<file path="src/rtl/regfile_wb_scoreboard.sv">
// regfile_wb_scoreboard
//   Sequences the shared 32x32 register file. The block arbitrates the single write
//   port between the single-cycle ALU writeback and the long-latency (LSU/mul)
//   writeback. It also keeps a per-register busy scoreboard, which stalls issue on
//   RAW/WAW hazards against long-latency results that are still pending.
//
// Ports
//   clk, reset            clock; asynchronous active-low reset
//   issue_*               decode/issue handshake and operand/destination fields
//   alu_wb_*              ALU writeback request (valid/ready, rd, data)
//   lsu_wb_*              long-latency writeback request (valid/ready, rd, data)
//   rf_we/rf_rd/rf_data   register file write port
//   busy_vec              scoreboard (bit i = x[i] awaiting a long result)
//   outstanding           number of long writes in flight
//   wb_err                sticky flag: LSU wrote a non-busy register or x0
module regfile_wb_scoreboard #(
  parameter int MAX_OUT  = 4,
  parameter int MAX_WAIT = 3
) (
  input  logic        clk,
  input  logic        reset,
  input  logic        issue_valid,
  output logic        issue_ready,
  input  logic [4:0]  issue_rs1,
  input  logic [4:0]  issue_rs2,
  input  logic [4:0]  issue_rd,
  input  logic        issue_rd_we,
  input  logic        issue_long,
  input  logic        alu_wb_valid,
  output logic        alu_wb_ready,
  input  logic [4:0]  alu_wb_rd,
  input  logic [31:0] alu_wb_data,
  input  logic        lsu_wb_valid,
  output logic        lsu_wb_ready,
  input  logic [4:0]  lsu_wb_rd,
  input  logic [31:0] lsu_wb_data,
  output logic        rf_we,
  output logic [4:0]  rf_rd,
  output logic [31:0] rf_data,
  output logic [31:0] busy_vec,
  output logic [4:0]  outstanding,
  output logic        wb_err
);

  localparam int WCW = $clog2(MAX_WAIT + 1);

  logic [WCW-1:0] waitCnt_q, waitCnt_d;
  logic [31:0]    busy_q, busy_d;
  logic [4:0]     outstanding_q, outstanding_d;
  logic           wbErr_q, wbErr_d;

  logic        lsuPri, grantLsu, grantAlu;
  logic        clr, set, lsuToBusy;
  logic [31:0] clrMask, setMask, busyEff;
  logic        stall;

  // Write-port arbitration. Every grant and ready is qualified with reset, so
  // nothing is written and nothing issues while reset is held low.
  always_comb begin
    lsuPri   = (waitCnt_q == WCW'(MAX_WAIT));
    grantLsu = reset & lsu_wb_valid & (lsuPri | ~alu_wb_valid);
    grantAlu = reset & alu_wb_valid & ~(lsuPri & lsu_wb_valid);
    alu_wb_ready = grantAlu;
    lsu_wb_ready = grantLsu;
    rf_we   = grantLsu | grantAlu;
    rf_rd   = 5'd0;
    rf_data = 32'd0;
    if (grantLsu) begin
      rf_rd   = lsu_wb_rd;
      rf_data = lsu_wb_data;
    end else if (grantAlu) begin
      rf_rd   = alu_wb_rd;
      rf_data = alu_wb_data;
    end
  end

  // Scoreboard update and hazard check. busyEff already reflects this cycle's LSU
  // retire, because the regfile forwards the written value to same-cycle reads.
  // The "full" check uses the registered count on purpose, so a same-cycle retire
  // does not free a slot.
  always_comb begin
    clr       = grantLsu & (lsu_wb_rd != 5'd0);
    lsuToBusy = clr & busy_q[lsu_wb_rd];
    clrMask   = clr ? (32'd1 << lsu_wb_rd) : 32'd0;
    busyEff   = busy_q & ~clrMask;
    stall = 1'b0;
    if (issue_rs1 != 5'd0 && busyEff[issue_rs1]) stall = 1'b1;
    if (issue_rs2 != 5'd0 && busyEff[issue_rs2]) stall = 1'b1;
    if (issue_rd_we && issue_rd != 5'd0 && busyEff[issue_rd]) stall = 1'b1;
    if (issue_long && issue_rd_we && issue_rd != 5'd0 &&
        outstanding_q == 5'(MAX_OUT)) stall = 1'b1;
    issue_ready = reset & ~stall;
    set     = issue_valid & issue_ready & issue_long & issue_rd_we & (issue_rd != 5'd0);
    setMask = set ? (32'd1 << issue_rd) : 32'd0;
    busy_d  = ((busy_q & ~clrMask) | setMask) & ~32'd1;
    outstanding_d = outstanding_q;
    case ({set, lsuToBusy})
      2'b10:   outstanding_d = outstanding_q + 5'd1;
      2'b01:   outstanding_d = outstanding_q - 5'd1;
      default: outstanding_d = outstanding_q;
    endcase
    wbErr_d = wbErr_q | (grantLsu & ~lsuToBusy);
  end

  // Starvation counter. It counts the consecutive cycles in which the LSU is
  // waiting without a grant, and it saturates at the value that gives the LSU priority.
  always_comb begin
    waitCnt_d = '0;
    if (lsu_wb_valid && !grantLsu)
      waitCnt_d = lsuPri ? waitCnt_q : waitCnt_q + 1'b1;
  end

  // State registers. An asynchronous reset drops all pending long-latency state.
  always_ff @(posedge clk or negedge reset) begin
    if (!reset) begin
      waitCnt_q     <= '0;
      busy_q        <= 32'd0;
      outstanding_q <= 5'd0;
      wbErr_q       <= 1'b0;
    end else begin
      waitCnt_q     <= waitCnt_d;
      busy_q        <= busy_d;
      outstanding_q <= outstanding_d;
      wbErr_q       <= wbErr_d;
    end
  end

  assign busy_vec    = busy_q;
  assign outstanding = outstanding_q;
  assign wb_err      = wbErr_q;

endmodule
</file>
<file path="config.mk">
export PLATFORM = sky130hd
export DESIGN_NAME = regfile_wb_scoreboard
export DESIGN_NICKNAME = d
export VERILOG_FILES = /design/src/rtl/regfile_wb_scoreboard.sv
export SDC_FILE = /design/constraint.sdc
export NUM_CORES = 1
export LEC_CHECK = 0
export CAP_MARGIN = 0
export CORE_MARGIN = 1
export CORE_UTILIZATION = 30
export CTS_CLUSTER_DIAMETER = 30
export DETAILED_ROUTE_END_ITERATION = 12
export PLACE_DENSITY_LB_ADDON = 0.05
export RECOVER_POWER = 50
export SLEW_MARGIN = 20
export SYNTH_ARGS = -nofsm -noshare
export SYNTH_HDL_FRONTEND = slang
export SYNTH_SLANG_ARGS = --single-unit
</file>
<file path="constraint.sdc">
create_clock -name clk -period 13.39 [get_ports clk]
set_clock_uncertainty 0.1 [all_clocks]
set_input_delay 1.339 -clock clk [delete_from_list [all_inputs] [get_ports clk]]
set_output_delay 1.339 -clock clk [all_outputs]
set_load 0.03 [all_outputs]
</file>
==> Word level (Yosys, flattened, before mapping) <==
Index checks and enable logic that the tools add are counted.
{ "classes": {"n_reduce_logical": 14, "bitwise_logic": 23, "n_shift": 2, "mux": 21, "magnitude_cmp": 4, "eq_ne": 5, "addsub": 3} }
{ "op_table": {"columns": ["op", "n"], "rows": [
  ["two-way mux 32 bit", 4],
  ["<< shifter 1 x 5 -> 32 bit (first input constant)", 2],
  ["AND 32 bit", 1],
  ["NOT 32 bit", 1],
  ["bitwise OR 32 bit", 1],
  ["less-than comparator 5 x 6 -> 1 bit (second input constant)", 4],
  ["binary-select mux 1 bit (select 5 bit)", 4],
  ["nonzero test 5 bit", 4],
  ["AND 1 bit", 13],
  ["two-way mux 5 bit", 2],
  ["one-hot mux 5 bit (2 select lines)", 1],
  ["logical AND 1 bit", 8],
  ["two-way mux 1 bit", 8],
  ["adder 5 x 1 -> 5 bit (second input constant)", 1],
  ["equality test 5 x 3 -> 1 bit (second input constant)", 1],
  ["subtractor 5 x 1 -> 5 bit (second input constant)", 1],
  ["equality test 2 bit (second input constant)", 2],
  ["two-way mux 2 bit", 2],
  ["NOT 1 bit", 4],
  ["bitwise OR 1 bit", 3],
  ["adder 2 x 1 -> 2 bit (second input constant)", 1],
  ["equality test 2 x 1 -> 1 bit (second input constant)", 1],
  ["inequality test 2 bit (second input constant)", 1],
  ["nonzero test 2 bit", 1],
  ["zero test 1 bit", 1]
]} }
{ "word_totals": {"output_inout_bits": 79, "ff_bits": 39, "in_bits": 96} }

==> Longest topological paths before layout <==
Gate-level depths: netlist of the first run.
{ "depth": {"depth_word": 22, "depth_mapped": 19} }

==> Least setup slack after synthesis of the first run <==
No wires, ideal clock.
{ "synth_path": {"path_kind": "input-to-output", "start": "input lsu_wb_rd[2]", "end": "output issue_ready", "arrival_time_ps": 3710, "t_required_ps": 11951, "cell_stages": 11, "slack_ps": 8241, "cell_sequence": "buf_6 -> or3_1 -> buf_2 -> o41ai_4 -> nor2_1 -> o311ai_2 -> a32oi_2 -> or2_1 -> buf_6 -> buf_8 -> nor2_1"} }
{ "synth_via": {"elab_chain_cells": 14} }
{ "synth_lines": {"columns": ["element", "line_no", "rtl"], "rows": [
  ["start: declaration", "35", "input logic [4:0] lsu_wb_rd,"],
  ["nonzero test 5 bit", "82", "clr = grantLsu & (lsu_wb_rd != 5'd0);"],
  ["AND 1 bit", "82", null],
  ["two-way mux 32 bit (*)", "84", "clrMask = clr ? (32'd1 << lsu_wb_rd) : 32'd0;"],
  ["NOT 32 bit (*)", "85", "busyEff = busy_q & ~clrMask;"],
  ["AND 32 bit (*)", "85", null],
  ["binary-select mux 1 bit (select 5 bit)", "87", "if (issue_rs1 != 5'd0 && busyEff[issue_rs1]) stall = 1'b1;"],
  ["two-way mux 1 bit (not written as such)", "87", null],
  ["logical AND 1 bit", "87", null],
  ["two-way mux 1 bit", "87", null],
  ["two-way mux 1 bit", "88", "if (issue_rs2 != 5'd0 && busyEff[issue_rs2]) stall = 1'b1;"],
  ["two-way mux 1 bit (*)", "89", "if (issue_rd_we && issue_rd != 5'd0 && busyEff[issue_rd]) stall = 1'b1;"],
  ["two-way mux 1 bit (*)", "90", "if (issue_long && issue_rd_we && issue_rd != 5'd0 &&"],
  ["NOT 1 bit (*)", "92", "issue_ready = reset & ~stall;"],
  ["AND 1 bit (*)", "92", null],
  ["end: declaration", "23", "output logic issue_ready,"]
]} }
Mark *: on every way between the ends. The rest lies on a longest branch, timed or not. The select of a mux whose other input is x is not followed.

==> Worst setup path after layout of the first run <==
{ "layout_path": {"start": "input reset", "end": "output issue_ready"} }
{ "layout_via": {"elab_chain_cells": 15} }
{ "layout_lines": {"columns": ["element", "line_no", "rtl"], "rows": [
  ["start: declaration", "21", "input logic reset,"],
  ["AND 1 bit (2 in a row)", "61", "grantLsu = reset & lsu_wb_valid & (lsuPri | ~alu_wb_valid);"],
  ["AND 1 bit", "82", null],
  ["two-way mux 32 bit", "84", null],
  ["NOT 32 bit", "85", null],
  ["AND 32 bit", "85", null],
  ["binary-select mux 1 bit (select 5 bit)", "87", null],
  ["two-way mux 1 bit (not written as such)", "87", null],
  ["logical AND 1 bit", "87", null],
  ["two-way mux 1 bit", "87", null],
  ["two-way mux 1 bit", "88", null],
  ["two-way mux 1 bit", "89", null],
  ["two-way mux 1 bit", "90", null],
  ["NOT 1 bit", "92", null],
  ["AND 1 bit (*)", "92", null]
]} }
Marked as above.

==> results of run 1 <==
## final cells by class
| class | count | share of cell area [%] |
|---|---|---|
| multi-input combinational | 381 | 48.9 |
| timing repair buffer | 181 | 28.3 |
| sequential | 39 | 15.5 |
| tap | 180 | 3.59 |
| clock buffer | 6 | 2.21 |
| inverter | 14 | 0.837 |
| clock inverter | 2 | 0.618 |
## stage by stage
stage	util [%]	worst slack (ns)
floorplan	-	8.24
global placement	43.5	6.08
detailed placement	43.5	6.07
CTS	44.8	6.05
global route	44.7	4.05
finish	44.7	4.69
## per-layer routing
layer,GRT usage (%),vias to the layer above,share of wire [%]
met5,0,-,0
met4,8.84,0,2.4
met3,3.95,40,10
met2,43.6,351,48
met1,33.8,2399,40
li1,-,2219,-
## logic make-up after synthesis
family,after synthesis,synth area share [%]
simple gates,159,20.7
other cells,1,0.0856
fa+ha+maj,6,1.89
xor+xnor,10,2.00
mux,26,10.9
flops,39,22.3
buf+inv,69,7.97
compound gates,179,34.2
## power breakdown
group	switching (mW)	internal [mW]	leakage, nW
clock	0.0481	0.0936	0.0875
combinational	0.124	0.0948	1.76
sequential	0.0190	0.129	0.528
## registers in the layout (all words and copies together) (netlist names)
signal and cells:
busy_vec 31, outstanding 5, waitCnt_q 2, wb_err 1
## synthesized netlist by cell type, types with 3 or more instances
library cell and number:
sky130_fd_sc_hd__and2_1 5, sky130_fd_sc_hd__nor2_1 22, sky130_fd_sc_hd__a32oi_1 3, sky130_fd_sc_hd__o31ai_2 10
sky130_fd_sc_hd__o31ai_1 6, sky130_fd_sc_hd__xnor2_1 5, sky130_fd_sc_hd__a21o_1 3, sky130_fd_sc_hd__buf_4 5
sky130_fd_sc_hd__or3_1 12, sky130_fd_sc_hd__o41ai_2 3, sky130_fd_sc_hd__mux4_2 17, sky130_fd_sc_hd__or2_2 5
sky130_fd_sc_hd__buf_2 11, sky130_fd_sc_hd__mux2i_1 5, sky130_fd_sc_hd__mux2_2 4, sky130_fd_sc_hd__o21ai_0 30
sky130_fd_sc_hd__ha_1 5, sky130_fd_sc_hd__a31oi_1 4, sky130_fd_sc_hd__o22ai_1 4, sky130_fd_sc_hd__nand3_1 21
sky130_fd_sc_hd__nor2b_1 10, sky130_fd_sc_hd__nand2_1 22, sky130_fd_sc_hd__nand3b_1 7, sky130_fd_sc_hd__nor4_1 9
sky130_fd_sc_hd__clkbuf_1 25, sky130_fd_sc_hd__a41oi_1 3, sky130_fd_sc_hd__o41ai_1 17, sky130_fd_sc_hd__o221ai_1 7
sky130_fd_sc_hd__buf_1 6, sky130_fd_sc_hd__and3_1 3, sky130_fd_sc_hd__o211a_1 3, sky130_fd_sc_hd__a22o_1 37
sky130_fd_sc_hd__nand2b_1 7, sky130_fd_sc_hd__xor2_1 5, sky130_fd_sc_hd__nor3_1 13, sky130_fd_sc_hd__nand4b_1 6
sky130_fd_sc_hd__buf_6 6, sky130_fd_sc_hd__dfrtp_1 39, sky130_fd_sc_hd__o211ai_1 3, sky130_fd_sc_hd__a21oi_1 8
sky130_fd_sc_hd__o21ai_1 5, sky130_fd_sc_hd__inv_1 13, sky130_fd_sc_hd__nand4_1 4, sky130_fd_sc_hd__a211oi_1 6
## critical path, delay by kind of cell
family / cells / cell delay, ns
and+or+nand+nor: 3 / 1.78
AOI/OAI and AO/OA: 2 / 1.26
buffers and inverters: 3 / 2.42
muxes: 1 / 0.40
## worst max-delay path by stage
| stage | start | to | slack, ns | depth (start not counted) |
|---|---|---|---|---|
| global route | reset | issue_ready | 4.05 | 11 |
| detailed placement | lsu_wb_rd[0] | issue_ready | 6.07 | 8 |
| CTS | lsu_wb_rd[0] | issue_ready | 6.05 | 8 |
| finish | reset | issue_ready | 4.69 | 9 |
| floorplan | lsu_wb_rd[2] | issue_ready | 8.24 | 11 |
| global placement | lsu_wb_rd[0] | issue_ready | 6.08 | 8 |
## placed cells by master (no fill, tap or decap), types with 6 or more instances in the layout
master                              n
sky130_fd_sc_hd__nand3_1           21
sky130_fd_sc_hd__buf_4              7
sky130_fd_sc_hd__nand2b_1           7
sky130_fd_sc_hd__o221ai_1           7
sky130_fd_sc_hd__or3_1             12
sky130_fd_sc_hd__nor3_1            13
sky130_fd_sc_hd__dfrtp_1           39
sky130_fd_sc_hd__a22o_1            37
sky130_fd_sc_hd__clkdlybuf4s50_1  134
sky130_fd_sc_hd__nor2b_1            9
sky130_fd_sc_hd__nand4b_1           6
sky130_fd_sc_hd__o41ai_1           17
sky130_fd_sc_hd__o31ai_1            6
sky130_fd_sc_hd__mux4_2            17
sky130_fd_sc_hd__o21ai_0           30
sky130_fd_sc_hd__a21oi_1            8
sky130_fd_sc_hd__nor2_1            22
sky130_fd_sc_hd__o31ai_2           10
sky130_fd_sc_hd__nand3b_1           7
sky130_fd_sc_hd__nand2_1           22
sky130_fd_sc_hd__inv_1             13
sky130_fd_sc_hd__dlygate4sd3_1     37
sky130_fd_sc_hd__nor4_1             9
==> out/results.md, run 1 <==
• status: complete, but fails checks
• violations in the final reports: capacitance limit, slew limit
• via count: 5009
• Worst-Skew Late Latency: 0.29 ns
• worst path arrival time: 7.26 ns
• H-tree lvl count: 2
• number of slew-limit violations in the final report: 43
• Power, Total: 508 µW
• die extent in x: 123 µm
• library cell used as clock root buffer: sky130_fd_sc_hd__clkbuf_16
• multi-input combinational cell area: 3070 µm²
• DRT Wirelength: 19500 µm
• Vias/cell: 6.24
• clock sink total: 39
• Overall Global Routing Usage: 26.0%
• cells taking the most area after synthesis: sky130_fd_sc_hd__dfrtp_1, sky130_fd_sc_hd__mux4_2, sky130_fd_sc_hd__a22o_1, sky130_fd_sc_hd__o21ai_0, sky130_fd_sc_hd__o41ai_1
• class of the tightest hold or removal check: reg -> reg
• count of antenna diodes in the layout: 0
• startpoint of the lowest-slack register-to-register path: waitCnt_q[0]
• placer's final routability congestion estimate: 0.977
• leakage component of the power: 2.37 nW
• remaining number of nets flagged by the antenna check after routing: 0
• post-synthesis average cell area: 8.96 µm²
• number of standard-cell rows in the floorplan: 43
• Port Buffers: 173
• full die area: 15100 µm²
• count of hold-fix buffers inserted at cts: 0
• vias in the first global route: 4920
• number of warning messages in the yosys log: 0
• top achievable clock speed: 115 MHz
• worst setup slack for register-to-register paths: 8.11 ns
• number of standard cells after synthesis: 489
• worst IR drop on VDD: 0.0673 mV
• number of placed cells counting well taps: 795
• peak per-stage delay on the critical path: 1.65 ns
• slew at the pin closest to its max-slew limit: 2.35 ns
• Final Cycle Share: 65.0%
• Starting DRT DRC Count: 668
• startpoint type of the worst setup path: input pin
• area added between synthesis and finish: 43.4%
• post-cts gate resize count: 0
• antenna violations before repair: 0
• setup bufs post-CTS: 0
• wire length of the first global-routing pass: 29200 µm
• power density over the cells: 81.0 nW/µm²
• number of enable flip-flop cells after synthesis: 0
• clock-pin slew on the worst setup and hold paths: 0.06 ns
• Tmin final: 8.70 ns
• ordered list of cells on the worst path: buf_2, clkbuf_1, nand2_2, o41ai_1, mux4_2, a211oi_1, or2_1, nor2_1, clkdlybuf4s50_1
• Hold Crit Depth: 1
• CP Capture Type: output pin
• final hold violations: 0
• # setup viols final: 0
• cts bufs inserted: 5
• Worst Reg2Reg Path Length in Cells: 16
• area share of the largest cell type after synthesis: 22.3%
• setup repair after global routing missed its margin: no
• number of nets produced by synthesis: 591
• sequential cell area: 976 µm²
• core area: 14000 µm²
• critical path fanouts, max: 42
• setup_tns: 0 ns
• number of buffers on the longest clock path: 2
• worst-case headroom to the max-slew limit: -56.7%
• slowest stage cell on the critical path: sky130_fd_sc_hd__clkbuf_1
• worst-case hold path end point: wb_err
• overall overflow remaining after global route: 0
• share of flip-flops with an asynchronous set or reset after synthesis: 100%
• netlist area before placement: 4380 µm²
• Boundary Pins: 175
• endpoint of the most critical register-to-register path: outstanding[4]
• Post-Layout Inst Area: 6280 µm²
• Initial Utilization: 31.2%
• detailed-routing iteration count for the pre-antenna-repair pass: 6
• Final nets: 724
• largest net degree at the start of global routing: 43
• share of post-route cells with drive strength above 1: 11.7%
• DP Area: 6110 µm²
• CTS tree: built
• placed wire-length estimate: 15000 µm
• category of the critical setup timing path: in -> out
• count of fill cells added during filler insertion: 1350
• dominant register cell in the synthesized netlist: sky130_fd_sc_hd__dfrtp_1
• count of distinct cell types in the synthesized netlist: 79
• register bit count reported by yosys: 39
• required time of the worst setup path: 11.95 ns
• share of the yosys chip area belonging to registers: 22.3%
• number of max-cap violations: 1
• Min-Delay Startpoint: wb_err
• Routed WL per cell: 24.3 µm
• Post-Route Hold Slack: 0.382 ns
• Die Height: 123 µm
• cell accounting for the most synthesized area: sky130_fd_sc_hd__dfrtp_1
• final non-filler cell total: 803
• DRC: 0
No activity file was read; power rests on OpenSTA's default activity.
==> run 2, diff against run 1 <==
Clock period 13.39 ns to 8.65 ns, I/O delays scaled along.
==> run 2 against run 1 <==
The flow still finishes with violations (capacitance limit, slew limit). Critical path depth increased by 6. Cell area is essentially flat. Via count grew 1.7%. Worst setup slack lost 2.2 ns. Die area unchanged. Cell count stayed put. Largest power group unchanged. Highest routed layer unchanged.
==> out/results.md, run 2 (same netlist as run 1, synthesis figures left out) <==
• status: complete, but fails checks
• violations in the final reports: capacitance limit, slew limit
• number of max-cap violations: 1
• placed wire-length estimate: 15300 µm
• Routed WL per cell: 24.7 µm
• Worst Reg2Reg Path Length in Cells: 17
• worst-case hold path end point: wb_err
• setup_tns: 0 ns
• leakage component of the power: 2.36 nW
• overall overflow remaining after global route: 0
• flip-flop count of the largest register after layout: 31
• number of standard-cell rows in the floorplan: 43
• number of slew-limit violations in the final report: 42
• area added between synthesis and finish: 43.5%
• global-route track usage on met2: 44.2%
• Starting DRT DRC Count: 621
• library cell used as clock root buffer: sky130_fd_sc_hd__clkbuf_16
• category of the critical setup timing path: in -> reg
• clock-pin slew on the worst setup and hold paths: 0.06 ns
• required time of the worst setup path: 8.72 ns
• share of post-route cells with drive strength above 1: 11.6%
• Post-Route Hold Slack: 0.388 ns
• GR Layer Usage met1: 33.1%
• Tmin final: 6.20 ns
• vias in the first global route: 4807
• class of the tightest hold or removal check: reg -> reg
• wire length of the first global-routing pass: 29000 µm
• Final nets: 725
• Final Cycle Share: 71.7%
• # setup viols final: 0
• number of buffers on the longest clock path: 2
• count of antenna diodes in the layout: 0
• detailed-routing iteration count for the pre-antenna-repair pass: 5
• number of placed cells counting well taps: 796
• Vias/cell: 6.34
• count of hold-fix buffers inserted at cts: 0
• Port Buffers: 173
• Min-Delay Startpoint: wb_err
• CP Capture Type: flip-flop
• Worst-Skew Late Latency: 0.28 ns
• Overall Global Routing Usage: 25.8%
• slew at the pin closest to its max-slew limit: 2.15 ns
• via count: 5095
• routing usage on met3: 4.18%
• power density over the cells: 124 nW/µm²
• remaining number of nets flagged by the antenna check after routing: 0
• CTS tree: built
• peak per-stage delay on the critical path: 1.57 ns
• layer with the highest usage: met2
• post-cts gate resize count: 0
• Initial Utilization: 31.2%
• full die area: 15100 µm²
• final hold violations: 0
• clock sink total: 39
• H-tree lvl count: 2
• setup bufs post-CTS: 0
• largest net degree at the start of global routing: 42
• Hold Crit Depth: 1
• startpoint type of the worst setup path: input pin
• CP Buf/Inv Count: 3
• slowest stage cell on the critical path: sky130_fd_sc_hd__clkbuf_1
• top achievable clock speed: 161 MHz
• critical path fanouts, max: 41
• ordered list of cells on the worst path: clkbuf_1, clkbuf_1, inv_1, a41oi_1, o21ai_0, nor3_2, nand2_2, or3b_1, ha_1, fa_1, a21o_1, a21oi_1, xor2_1, nor2_1, xor2_1
• setup repair after global routing missed its margin: no
• startpoint of the lowest-slack register-to-register path: waitCnt_q[0]
• DRT Wirelength: 19900 µm
• most frequent standard cell in the layout excluding fill and tap cells: sky130_fd_sc_hd__clkdlybuf4s50_1
• DRC: 0
• antenna violations before repair: 0
• cts bufs inserted: 5
• worst IR drop on VDD: 0.110 mV
• highest-count cells in the layout ignoring fill and taps: sky130_fd_sc_hd__clkdlybuf4s50_1, sky130_fd_sc_hd__dfrtp_1, sky130_fd_sc_hd__a22o_1, sky130_fd_sc_hd__dlygate4sd3_1, sky130_fd_sc_hd__o21ai_0
• worst setup slack for register-to-register paths: 3.46 ns
• Boundary Pins: 175
• Crit path max-delay family: buffers and inverters
• Die Height: 123 µm
• worst path arrival time: 6.27 ns
• core area: 14000 µm²
• final non-filler cell total: 803
• die extent in x: 123 µm
• placer's final routability congestion estimate: 0.975
• endpoint of the most critical register-to-register path: outstanding[4]
• worst-case headroom to the max-slew limit: -43.4%
## run 2: cell count changes in the layout (fill, tap and decap cells not counted)
cell and change:
sky130_fd_sc_hd__clkbuf_1 +1, sky130_fd_sc_hd__inv_6 -1, sky130_fd_sc_hd__o41ai_2 +1, sky130_fd_sc_hd__buf_2 -2, sky130_fd_sc_hd__clkdlybuf4s50_1 +1, sky130_fd_sc_hd__clkinvlp_4 +1, sky130_fd_sc_hd__o41ai_1 -1, sky130_fd_sc_hd__buf_4 +1
sky130_fd_sc_hd__clkbuf_8 -1
## run 2: metrics by stage
step | instance area, µm² | power (mW) | utilization [%] | worst slack (ns)
floorplan | 4380 | 0.426 | - | 4.03
global placement | 6120 | 0.582 | 43.6 | 2.18
detailed placement | 6120 | 0.581 | 43.6 | 2.56
CTS | 6290 | 0.788 | 44.8 | 2.59
global route | 6280 | 0.815 | 44.7 | 1.75
finish | 6280 | 0.778 | 44.7 | 2.45
## run 2: per-layer routing
| metal | vias to the layer above | part of all wire, % |
|---|---|---|
| li1 | 2222 | - |
| met1 | 2481 | 39 |
| met5 | - | 0 |
| met4 | 0 | 2.3 |
| met2 | 348 | 48 |
| met3 | 44 | 9.9 |
## run 2: cell type report
cell class	instances	area, µm²
Timing Repair Buffer	182	1790
Tap cell	180	225
Sequential cell	39	976
Fill cell	1382	7760
Multi-Input combinational cell	381	3080
Clock buffer	5	125
Inverter	14	52.6
Clock inverter	2	37.5
## run 2: worst max-delay path by stage
stage                      start              to  slack (ns)  cells after the start
global route               reset  outstanding[4]        1.75                     15
floorplan           lsu_wb_rd[2]  outstanding[4]        4.03                     17
finish                     reset  outstanding[4]        2.45                     15
detailed placement  lsu_wb_valid  outstanding[4]        2.56                     16
global placement    lsu_wb_rd[2]  outstanding[4]        2.18                     15
CTS                 alu_wb_valid     issue_ready        2.59                     10
## run 2: report_power, final
group / leakage, nW / switching [mW] / internal (mW)
logic: 1.76 / 0.195 / 0.147
clock network: 0.0759 / 0.0707 / 0.134
registers: 0.528 / 0.0306 / 0.200
total: 2.36 / 0.296 / 0.482
==> run 3, diff against run 2 <==
Clock period 8.65 ns to 6.4 ns, I/O delays scaled along.
==> run 3 against run 2 <==
The flow now finishes without violations. Global-route usage increased by 2.0 points. Sequential share of layout area is 0.12 points lower. Highest routed layer unchanged. Critical path type is now in -> out. Sequential power is 35% higher.
==> out/results.md, run 3 (same netlist as run 1, synthesis figures left out) <==
• status: finished, final reports clean
• startpoint of the lowest-slack register-to-register path: waitCnt_q[0]
• leakage component of the power: 2.41 nW
• Final nets: 733
• Critical Path End: issue_ready
• die extent in x: 123 µm
• full die area: 15100 µm²
• endpoint of the most critical register-to-register path: outstanding[4]
• via count: 5054
• Final Cycle Share: 87.7%
• critical path fanouts, max: 24
• Starting DRT DRC Count: 475
• top achievable clock speed: 178 MHz
• overall overflow remaining after global route: 0
• category of the critical setup timing path: in -> out
• Routed WL per cell: 25.9 µm
• clock sink total: 39
• required time of the worst setup path: 5.66 ns
• worst setup slack for register-to-register paths: 1.35 ns
• Worst Reg2Reg Path Length in Cells: 17
• Worst-Skew Late Latency: 0.29 ns
• placed wire-length estimate: 16500 µm
• number of slew-limit violations in the final report: 0
• highest-count cells in the layout ignoring fill and taps: sky130_fd_sc_hd__clkdlybuf4s50_1, sky130_fd_sc_hd__dfrtp_1, sky130_fd_sc_hd__a22o_1, sky130_fd_sc_hd__dlygate4sd3_1, sky130_fd_sc_hd__o21ai_0
• setup_tns: 0 ns
• largest net degree at the start of global routing: 42
• count of hold-fix buffers inserted at cts: 0
• vias in the first global route: 5064
• post-cts gate resize count: 0
• startpoint type of the worst setup path: input pin
• flip-flop count of the largest register after layout: 31
• Initial Utilization: 31.2%
• Tmin final: 5.61 ns
• number of buffers on the longest clock path: 2
• number of standard-cell rows in the floorplan: 43
• combinational share of power: 44.7%
• Post-Layout Inst Area: 6330 µm²
• DRT Wirelength: 21000 µm
• DRC: 0
• detailed-routing iteration count for the pre-antenna-repair pass: 7
• Pint: 641 µW
• setup repair after global routing missed its margin: no
• switching power summed over all nets: 409 µW
• slew at the pin closest to its max-slew limit: 1.03 ns
• count of antenna diodes in the layout: 0
• share of post-route cells with drive strength above 1: 12.7%
• number of max-cap violations: 0
• most frequent standard cell in the layout excluding fill and tap cells: sky130_fd_sc_hd__clkdlybuf4s50_1
• CTS tree: built
• wire length of the first global-routing pass: 30800 µm
• remaining number of nets flagged by the antenna check after routing: 0
• Die Height: 123 µm
• core area: 14000 µm²
• part of the total power dissipated in sequential elements: 29.8%
• # setup viols final: 0
• class of the tightest hold or removal check: reg -> reg
• worst-case headroom to the max-slew limit: 30.8%
• final hold violations: 0
• Worst Setup SP: lsu_wb_rd[2]
• Overall Global Routing Usage: 27.8%
• CP Capture Type: output pin
• area added between synthesis and finish: 44.6%
• cts bufs inserted: 5
• worst path arrival time: 4.87 ns
• Vias/cell: 6.22
• worst IR drop on VDD: 0.202 mV
• library cell used as clock root buffer: sky130_fd_sc_hd__clkbuf_16
• DP Area: 6180 µm²
• clock power share: 25.6%
• net switching share of the total power: 38.9%
• placer's final routability congestion estimate: 0.951
• clock-pin slew on the worst setup and hold paths: 0.05 ns
• H-tree lvl count: 2
• setup bufs post-CTS: 0
• Boundary Pins: 175
• antenna violations before repair: 0
• Port Buffers: 173
• power density over the cells: 166 nW/µm²
run 3: changes by cell type in the layout (fill, tap and decap cells not counted):
cell                         delta
sky130_fd_sc_hd__buf_4          +9
sky130_fd_sc_hd__bufinv_16      -1
sky130_fd_sc_hd__clkbuf_8       +2
sky130_fd_sc_hd__clkinvlp_4     -1
sky130_fd_sc_hd__o41ai_1        +1
sky130_fd_sc_hd__o41ai_2        -1
run 3: how the worst min path moves through the flow:
stage,slack (ns),end,depth (start not counted),start
after floorplan,0.24,busy_vec[10],0,reset
after global routing,0.40,wb_err,1,wb_err
final,0.38,wb_err,1,wb_err
after global placement,0.37,wb_err,1,wb_err
after detailed placement,0.38,wb_err,1,wb_err
after CTS,0.39,wb_err,1,wb_err
run 3: cell type report:
cell class                 count  area, µm²
timing repair buffer         190       1850
inverter                      14       52.6
multi-input combinational    381       3070
fill                        1397       7710
sequential                    39        976
tap                          180        225
clock buffer                   8        156
run 3: stage by stage:
stage	cells	power [mW]	hold WS, ns	util (%)	setup slack [ns]
floorplan	489	0.576	0.244	-	2.00
global route	812	1.09	0.401	45.1	0.582
finish	812	1.05	0.380	45.1	0.787
detailed placement	804	0.791	0.379	44.0	0.562
CTS	812	1.06	0.395	45.1	0.838
global placement	804	0.790	0.370	44.0	0.518
run 3: layer usage:
layer / vias up / wire [µm] / share of wire, % / global-route usage, %
li1: 2237 / - / - / -
met1: 2458 / 8330 / 40 / 35.1
met2: 312 / 10300 / 49 / 47.6
met3: 47 / 1740 / 8.3 / 4.09
met4: 0 / 651 / 3.1 / 11.0
met5: - / 0 / 0 / 0
run 3: power by group through the flow:
stage	Sequential (mW)	Clock (mW)	Combinational, mW
2_1_floorplan	0.347	0	0.229
3_3_place_gp	0.317	0	0.473
3_5_place_dp	0.317	0	0.474
4_1_cts	0.313	0.269	0.476
5_1_grt	0.317	0.278	0.499
6_report	0.312	0.268	0.468
run 3: worst max-delay path, stage by stage:
cell and delay (ns):
sky130_fd_sc_hd__clkdlybuf4s50_1 0.76, sky130_fd_sc_hd__or3b_1 0.67, sky130_fd_sc_hd__o41ai_1 0.81, sky130_fd_sc_hd__o22ai_1 0.24
sky130_fd_sc_hd__a31oi_1 0.25, sky130_fd_sc_hd__o211ai_1 0.15, sky130_fd_sc_hd__nand4_1 0.20, sky130_fd_sc_hd__nand2_2 0.08
sky130_fd_sc_hd__buf_4 0.23, sky130_fd_sc_hd__nor2_1 0.13, sky130_fd_sc_hd__clkdlybuf4s50_1 0.68
